<file path="src/rtl/video_timing_gen.sv">
// Raster timing generator: waits for a qualified PLL lock, then drives
// hs/vs/de and pixel coordinates from free-running line/frame counters.
module video_timing_gen #(
  parameter int unsigned H_ACTIVE  = 800,
  parameter int unsigned H_FP      = 40,
  parameter int unsigned H_SYNC    = 128,
  parameter int unsigned H_BP      = 88,
  parameter int unsigned V_ACTIVE  = 480,
  parameter int unsigned V_FP      = 13,
  parameter int unsigned V_SYNC    = 3,
  parameter int unsigned V_BP      = 32,
  parameter bit          SYNC_POL  = 1'b0,
  parameter int unsigned LOCK_WAIT = 1024
) (
  input  logic                          clk_i,
  input  logic                          rst_n_i,
  input  logic                          lock_i,
  output logic                          hs_o,
  output logic                          vs_o,
  output logic                          de_o,
  output logic [$clog2(H_ACTIVE)-1:0]   x_o,
  output logic [$clog2(V_ACTIVE)-1:0]   y_o,
  output logic                          sof_o,
  output logic                          run_o
);

  localparam int unsigned H_TOTAL      = H_ACTIVE + H_FP + H_SYNC + H_BP;
  localparam int unsigned V_TOTAL      = V_ACTIVE + V_FP + V_SYNC + V_BP;
  localparam int unsigned HW           = (H_TOTAL > 1) ? $clog2(H_TOTAL) : 1;
  localparam int unsigned VW           = (V_TOTAL > 1) ? $clog2(V_TOTAL) : 1;
  localparam int unsigned LW           = (LOCK_WAIT > 1) ? $clog2(LOCK_WAIT + 1) : 1;
  localparam int unsigned XW           = $clog2(H_ACTIVE);
  localparam int unsigned YW           = $clog2(V_ACTIVE);
  localparam int unsigned H_SYNC_START = H_ACTIVE + H_FP;
  localparam int unsigned H_SYNC_END   = H_SYNC_START + H_SYNC;
  localparam int unsigned V_SYNC_START = V_ACTIVE + V_FP;
  localparam int unsigned V_SYNC_END   = V_SYNC_START + V_SYNC;

  typedef enum logic {
    WAIT_LOCK = 1'b0,
    RUN       = 1'b1
  } state_e;

  state_e          state_q, state_d;
  logic [LW-1:0]   lock_cnt_q, lock_cnt_d;
  logic [HW-1:0]   h_cnt_q, h_cnt_d;
  logic [VW-1:0]   v_cnt_q, v_cnt_d;

  logic            hs_c, vs_c, de_c, sof_c, run_c;
  logic [XW-1:0]   x_c;
  logic [YW-1:0]   y_c;

  // State and counter register
  always_ff @(posedge clk_i) begin
    if (!rst_n_i) begin
      state_q    <= WAIT_LOCK;
      lock_cnt_q <= '0;
      h_cnt_q    <= '0;
      v_cnt_q    <= '0;
    end else begin
      state_q    <= state_d;
      lock_cnt_q <= lock_cnt_d;
      h_cnt_q    <= h_cnt_d;
      v_cnt_q    <= v_cnt_d;
    end
  end

  // Next state: lock qualification, then raster counting until lock drops
  always_comb begin
    state_d    = state_q;
    lock_cnt_d = lock_cnt_q;
    h_cnt_d    = h_cnt_q;
    v_cnt_d    = v_cnt_q;
    case (state_q)
      WAIT_LOCK: begin
        h_cnt_d = '0;
        v_cnt_d = '0;
        if (lock_i) begin
          if (lock_cnt_q >= LW'(LOCK_WAIT - 1)) begin
            state_d    = RUN;
            lock_cnt_d = '0;
          end else begin
            lock_cnt_d = lock_cnt_q + LW'(1);
          end
        end else begin
          lock_cnt_d = '0;
        end
      end
      RUN: begin
        if (!lock_i) begin
          state_d    = WAIT_LOCK;
          lock_cnt_d = '0;
          h_cnt_d    = '0;
          v_cnt_d    = '0;
        end else if (h_cnt_q == HW'(H_TOTAL - 1)) begin
          h_cnt_d = '0;
          if (v_cnt_q == VW'(V_TOTAL - 1)) begin
            v_cnt_d = '0;
          end else begin
            v_cnt_d = v_cnt_q + VW'(1);
          end
        end else begin
          h_cnt_d = h_cnt_q + HW'(1);
        end
      end
      default: state_d = WAIT_LOCK;
    endcase
  end

  // Output decode of the current counter position; idle on lock loss so the
  // output register goes idle on the same edge the FSM leaves RUN
  always_comb begin
    hs_c  = ~SYNC_POL;
    vs_c  = ~SYNC_POL;
    de_c  = 1'b0;
    x_c   = '0;
    y_c   = '0;
    sof_c = 1'b0;
    run_c = 1'b0;
    if (state_q == RUN && lock_i) begin
      run_c = 1'b1;
      if (32'(h_cnt_q) >= H_SYNC_START && 32'(h_cnt_q) < H_SYNC_END) begin
        hs_c = SYNC_POL;
      end
      if (32'(v_cnt_q) >= V_SYNC_START && 32'(v_cnt_q) < V_SYNC_END) begin
        vs_c = SYNC_POL;
      end
      if (32'(h_cnt_q) < H_ACTIVE && 32'(v_cnt_q) < V_ACTIVE) begin
        de_c = 1'b1;
        x_c  = XW'(h_cnt_q);
        y_c  = YW'(v_cnt_q);
      end
      sof_c = (h_cnt_q == '0) && (v_cnt_q == '0);
    end
  end

  // Output register: one clock behind the counters, all outputs aligned
  always_ff @(posedge clk_i) begin
    if (!rst_n_i) begin
      hs_o  <= ~SYNC_POL;
      vs_o  <= ~SYNC_POL;
      de_o  <= 1'b0;
      x_o   <= '0;
      y_o   <= '0;
      sof_o <= 1'b0;
      run_o <= 1'b0;
    end else begin
      hs_o  <= hs_c;
      vs_o  <= vs_c;
      de_o  <= de_c;
      x_o   <= x_c;
      y_o   <= y_c;
      sof_o <= sof_c;
      run_o <= run_c;
    end
  end

endmodule

</file>
<file path="config.mk">
export PLATFORM = sky130hd
export DESIGN_NAME = video_timing_gen
export DESIGN_NICKNAME = d
export VERILOG_FILES = /design/src/rtl/video_timing_gen.sv
export SDC_FILE = /design/constraint.sdc
export NUM_CORES = 1
export LEC_CHECK = 0
export ABC_AREA = 0
export BUFFER_PORTS_ARGS = -buffer_cell sky130_fd_sc_hd__buf_2
export CORE_MARGIN = 5
export CORE_UTILIZATION = 57
export DETAILED_ROUTE_END_ITERATION = 8
export GPL_ROUTABILITY_DRIVEN = 0
export PLACE_DENSITY_LB_ADDON = 0.05
export SLEW_MARGIN = 20
export SYNTH_ARGS = -nofsm -noshare
export SYNTH_HDL_FRONTEND = slang
export SYNTH_SLANG_ARGS = --single-unit
</file>
<file path="constraint.sdc">
create_clock -name clk_i -period 2.4 [get_ports clk_i]
set_input_delay 0 -clock clk_i [delete_from_list [all_inputs] [get_ports clk_i]]
set_output_delay 0 -clock clk_i [all_outputs]
set_load 0.005 [all_outputs]
</file>
==> impl_summary.md <==
Logic synthesis
The number of synthesized flops with an enable pin is 0. The share of the synthesized area in compound gates (AO/OA/AOI/OAI) is 10.13%. The Yosys warning count is 0. The dominant synthesized flop cell is dfxtp_1.

After Yosys synthesis, XOR and XNOR cells account for 4.104% of the synthesized area. The simple-gate share of the synthesized area is 28.46%. The sequential fraction of the synthesis area is 48.61%. Of the post-synthesis cell area, the dominant cell type holds 48.61%. By area, the combinational part of the netlist is dominated by simple AND/OR/NAND/NOR gates. The synthesized netlist contains 36 unique library cells.

In the post-synthesis netlist, the biggest area contributors are dfxtp_1 49%, and2_1 5.3%, ha_1 3.7%. The average size of a mapped cell is 9.205 um^2. The number of flip-flops and latches in the synthesized netlist is 57.

The mux contribution to synthesized area is 1.279%. Counting every net in the synthesized netlist gives 265. After Yosys synthesis, full adders, half adders and majority gates account for 3.731% of the synthesized area. The gate count after technology mapping is 255. The cell type with the highest aggregate area in the netlist is dfxtp_1. The post-synthesis instance area is 0.002347 mm^2. The share of synthesized registers carrying an async set or reset is 0%.

STA
The max-slew violation count is 0. The final setup violation count is 0. The final total negative setup slack is 0 ps.

For the pin with the worst max-slew slack, the measured transition is 859.6 ps. The worst relative slew slack is 42.43%. The time the final worst path needs with I/O delays and setup is 2092 ps. The post-route clock period utilization is 87.17%. The fmax is 478.0 MHz. Across the routed clock network, the largest skew measured is 5.381 ps. Across all setup checks in the final design, the least slack found is 308.0 ps. Hold is met by 159.0 ps.

Setup repair after global routing left no endpoint under its margin. The final count of hold timing violations is 0.

Worst hold path
The hold-critical path endpoint is sof_o$_SDFF_PN0_. The startpoint of the most critical hold path is rst_n_i. The depth of the worst hold-timing path is 5.

The type of the most critical hold path is in -> reg.

Global routing
The via count of the first global-routing pass was 1800. Summed over all layers, the global routing overflow is 0. The first global-routing pass estimated 7921 um of wire.

The pin count of the biggest net entering global routing is 15. Global routing used 18.74% of the available tracks across all layers. The initial antenna violation count is 0.

Setup path
Of all nets on the critical path, the largest fanout is 14. The slack of the worst reg-to-reg path is 310 ps. The critical path start-end classification is reg -> reg. STA classifies the critical path endpoint as a flip-flop. The endpoint of the worst register-to-register path is v_cnt_q[6]$_SDFFE_PN0P_.

Data on the critical path is required at its endpoint by 2660 ps. In this run the critical register-to-register path is launched from h_cnt_q[0]$_SDFF_PP0_. The critical path launch point type is a flip-flop.

The number of cells on the worst reg-to-reg path is 5. At the worst endpoint, the arrival time is 2350 ps.

CTS
Once the clock tree was built, the resizer swapped 0 gates to a different size. The number of clock sinks is 57. The H-tree was split into 3 levels. Buffers inserted during clock tree synthesis total 9. The clock latency on the worst-skew pair is 330 ps.

The root buffer cell chosen for the clock tree is clkbuf_8. The worst-case clock buffer depth is 2. The number of buffers added to fix hold violations after cts is 2. TritonCTS built the clock tree.

The number of buffers inserted to repair setup after CTS is 0. After clock tree synthesis, the clock-pin slew on the worst setup and hold paths is 60 ps.

Die
The top-level port count is 27. The horizontal extent of the die is 74.17 um. The initial utilization of the core area, before any placement, comes to 58.68%. Row generation in the floorplan step produced 23 rows. The core region area is 0.004000 mm^2.

The die is 74.17 um tall. The die area is 0.005501 mm^2.

Finish
The library cell used most frequently in the layout, excluding fill and tap cells, is dfxtp_1. The number of non-filler instances in the completed layout is 343. The number of antenna diodes in the final layout is 0. The final core utilization is 67.97%. In the layout the commonest cells are 57 x dfxtp_1, 26 x buf_2, 20 x nand2_1, 20 x and2_1.

The synthesis-to-finish area growth is 15.83%. In the final layout, the share of cells above drive strength 1 is 17.06%. The final layout net count is 299. The cell area after layout is 0.002719 mm^2.

Placement
OpenSTA, run right after detailed placement, puts the worst setup slack at 321.2 ps. The post-placement cell area is 0.002536 mm^2. Summed over all nets, the half-perimeter wirelength after detailed placement is 3133 um. The number of port buffers is 26.

The number of placed instances, taps included, is 326.

Drt
The count of antenna-violating nets left after detailed routing is 0. In the final routed layout, each cell accounts on average for 12.74 um. Dividing the detail-routed via count by the number of cells gives 5.300.

The number of vias in the routed layout is 1818. After detailed routing, the number of remaining DRC violations is 0. For this run, the detailed router's first-pass iteration total came to 4. The routed wire length is 4371 um. The violation count after the first detailed-route iteration is 75.

Power
Summing internal, switching and leakage power gives 1.706 mW. The power density normalized to cell area is 627.5 mW/mm^2. The leakage power of the design is 1.010 nW. The worst-case vdd ir drop is 0.0006123 V.

Run status
The run finished with clean final reports.

Flow run
Across the run, the number of max-cap violations was 0.
[where the power goes]
part | internal [mW] | switching, mW | total (mW) | leakage, nW
Clock | 0.393 | 0.345 | 0.739 | 0.0822
Sequential | 0.948 | 0.00176 | 0.950 | 0.459
Combinational | 0.00855 | 0.00927 | 0.0178 | 0.469
Total | 1.35 | 0.356 | 1.71 | 1.01
[cell type report]
class,instances,area (um^2)
clock buffer,12,145.1
clock inverter,3,17.52
fill,344,1281
inverter,14,52.55
multi-input combinational,175,1120
sequential,57,1141
tap,50,62.56
timing repair buffer,32,180.2
[critical path, stage by stage, from the launching register on]
cell and delay, ps:
dfxtp_1 400, ha_1 240, and4_1 310, a31oi_1 330, or4_1 590, a21oi_1 140
[how the worst max path moves through the flow]
stage | start | endpoint | slack (ps) | cells after the start
floorplan | v_cnt_q[5]$_SDFFE_PN0P_ | v_cnt_q[9]$_SDFFE_PN0P_ | 560 | 4
global placement | h_cnt_q[0]$_SDFF_PP0_ | v_cnt_q[6]$_SDFFE_PN0P_ | 370 | 5
detailed placement | h_cnt_q[0]$_SDFF_PP0_ | v_cnt_q[6]$_SDFFE_PN0P_ | 320 | 5
CTS | h_cnt_q[0]$_SDFF_PP0_ | v_cnt_q[6]$_SDFFE_PN0P_ | 300 | 5
global route | h_cnt_q[0]$_SDFF_PP0_ | v_cnt_q[6]$_SDFFE_PN0P_ | 110 | 5
finish | h_cnt_q[0]$_SDFF_PP0_ | v_cnt_q[6]$_SDFFE_PN0P_ | 310 | 5
[synth_stat cells (3+ instances only)]
master and count:
a31oi_1 6, or4_1 5, clkbuf_1 9, or3_1 9
o21ai_0 10, dfxtp_1 57, ha_1 7, nand4_1 8
and2_1 20, nand3_1 14, nor3_1 9, and3_1 4
inv_1 14, mux2i_1 3, xnor2_1 7, a21oi_1 14
xor2_1 4, nor2_1 14, nand2_1 20
[sequential cells by signal, summed over array words and instances, names as in the netlist, 9 cells and up]
signal / flops
h_cnt_q: 11
lock_cnt_q: 11
v_cnt_q: 10
x_o: 10
y_o: 9
[cells by family (layout without fill, tap and decap cells)]
kind of cell	Yosys count	in the layout
and+or+nand+nor	116	116
AOI/OAI and AO/OA	38	38
DFF	57	57
xor gates and xnor gates	11	11
buffers and inverters	23	61
muxes	3	3
adders and majority gates	7	7
[metal layers]
layer	routed length [um]	global-route usage, %	vias up	part of all wire (%)
li1	-	-	967	-
met4	108	10.66	0	2.5
met2	1950	29.72	23	45
met1	2148	23.47	819	49
met3	164	4.189	9	3.8
met5	0	0	-	0
Note: power is estimated with default switching activity, not from simulation.
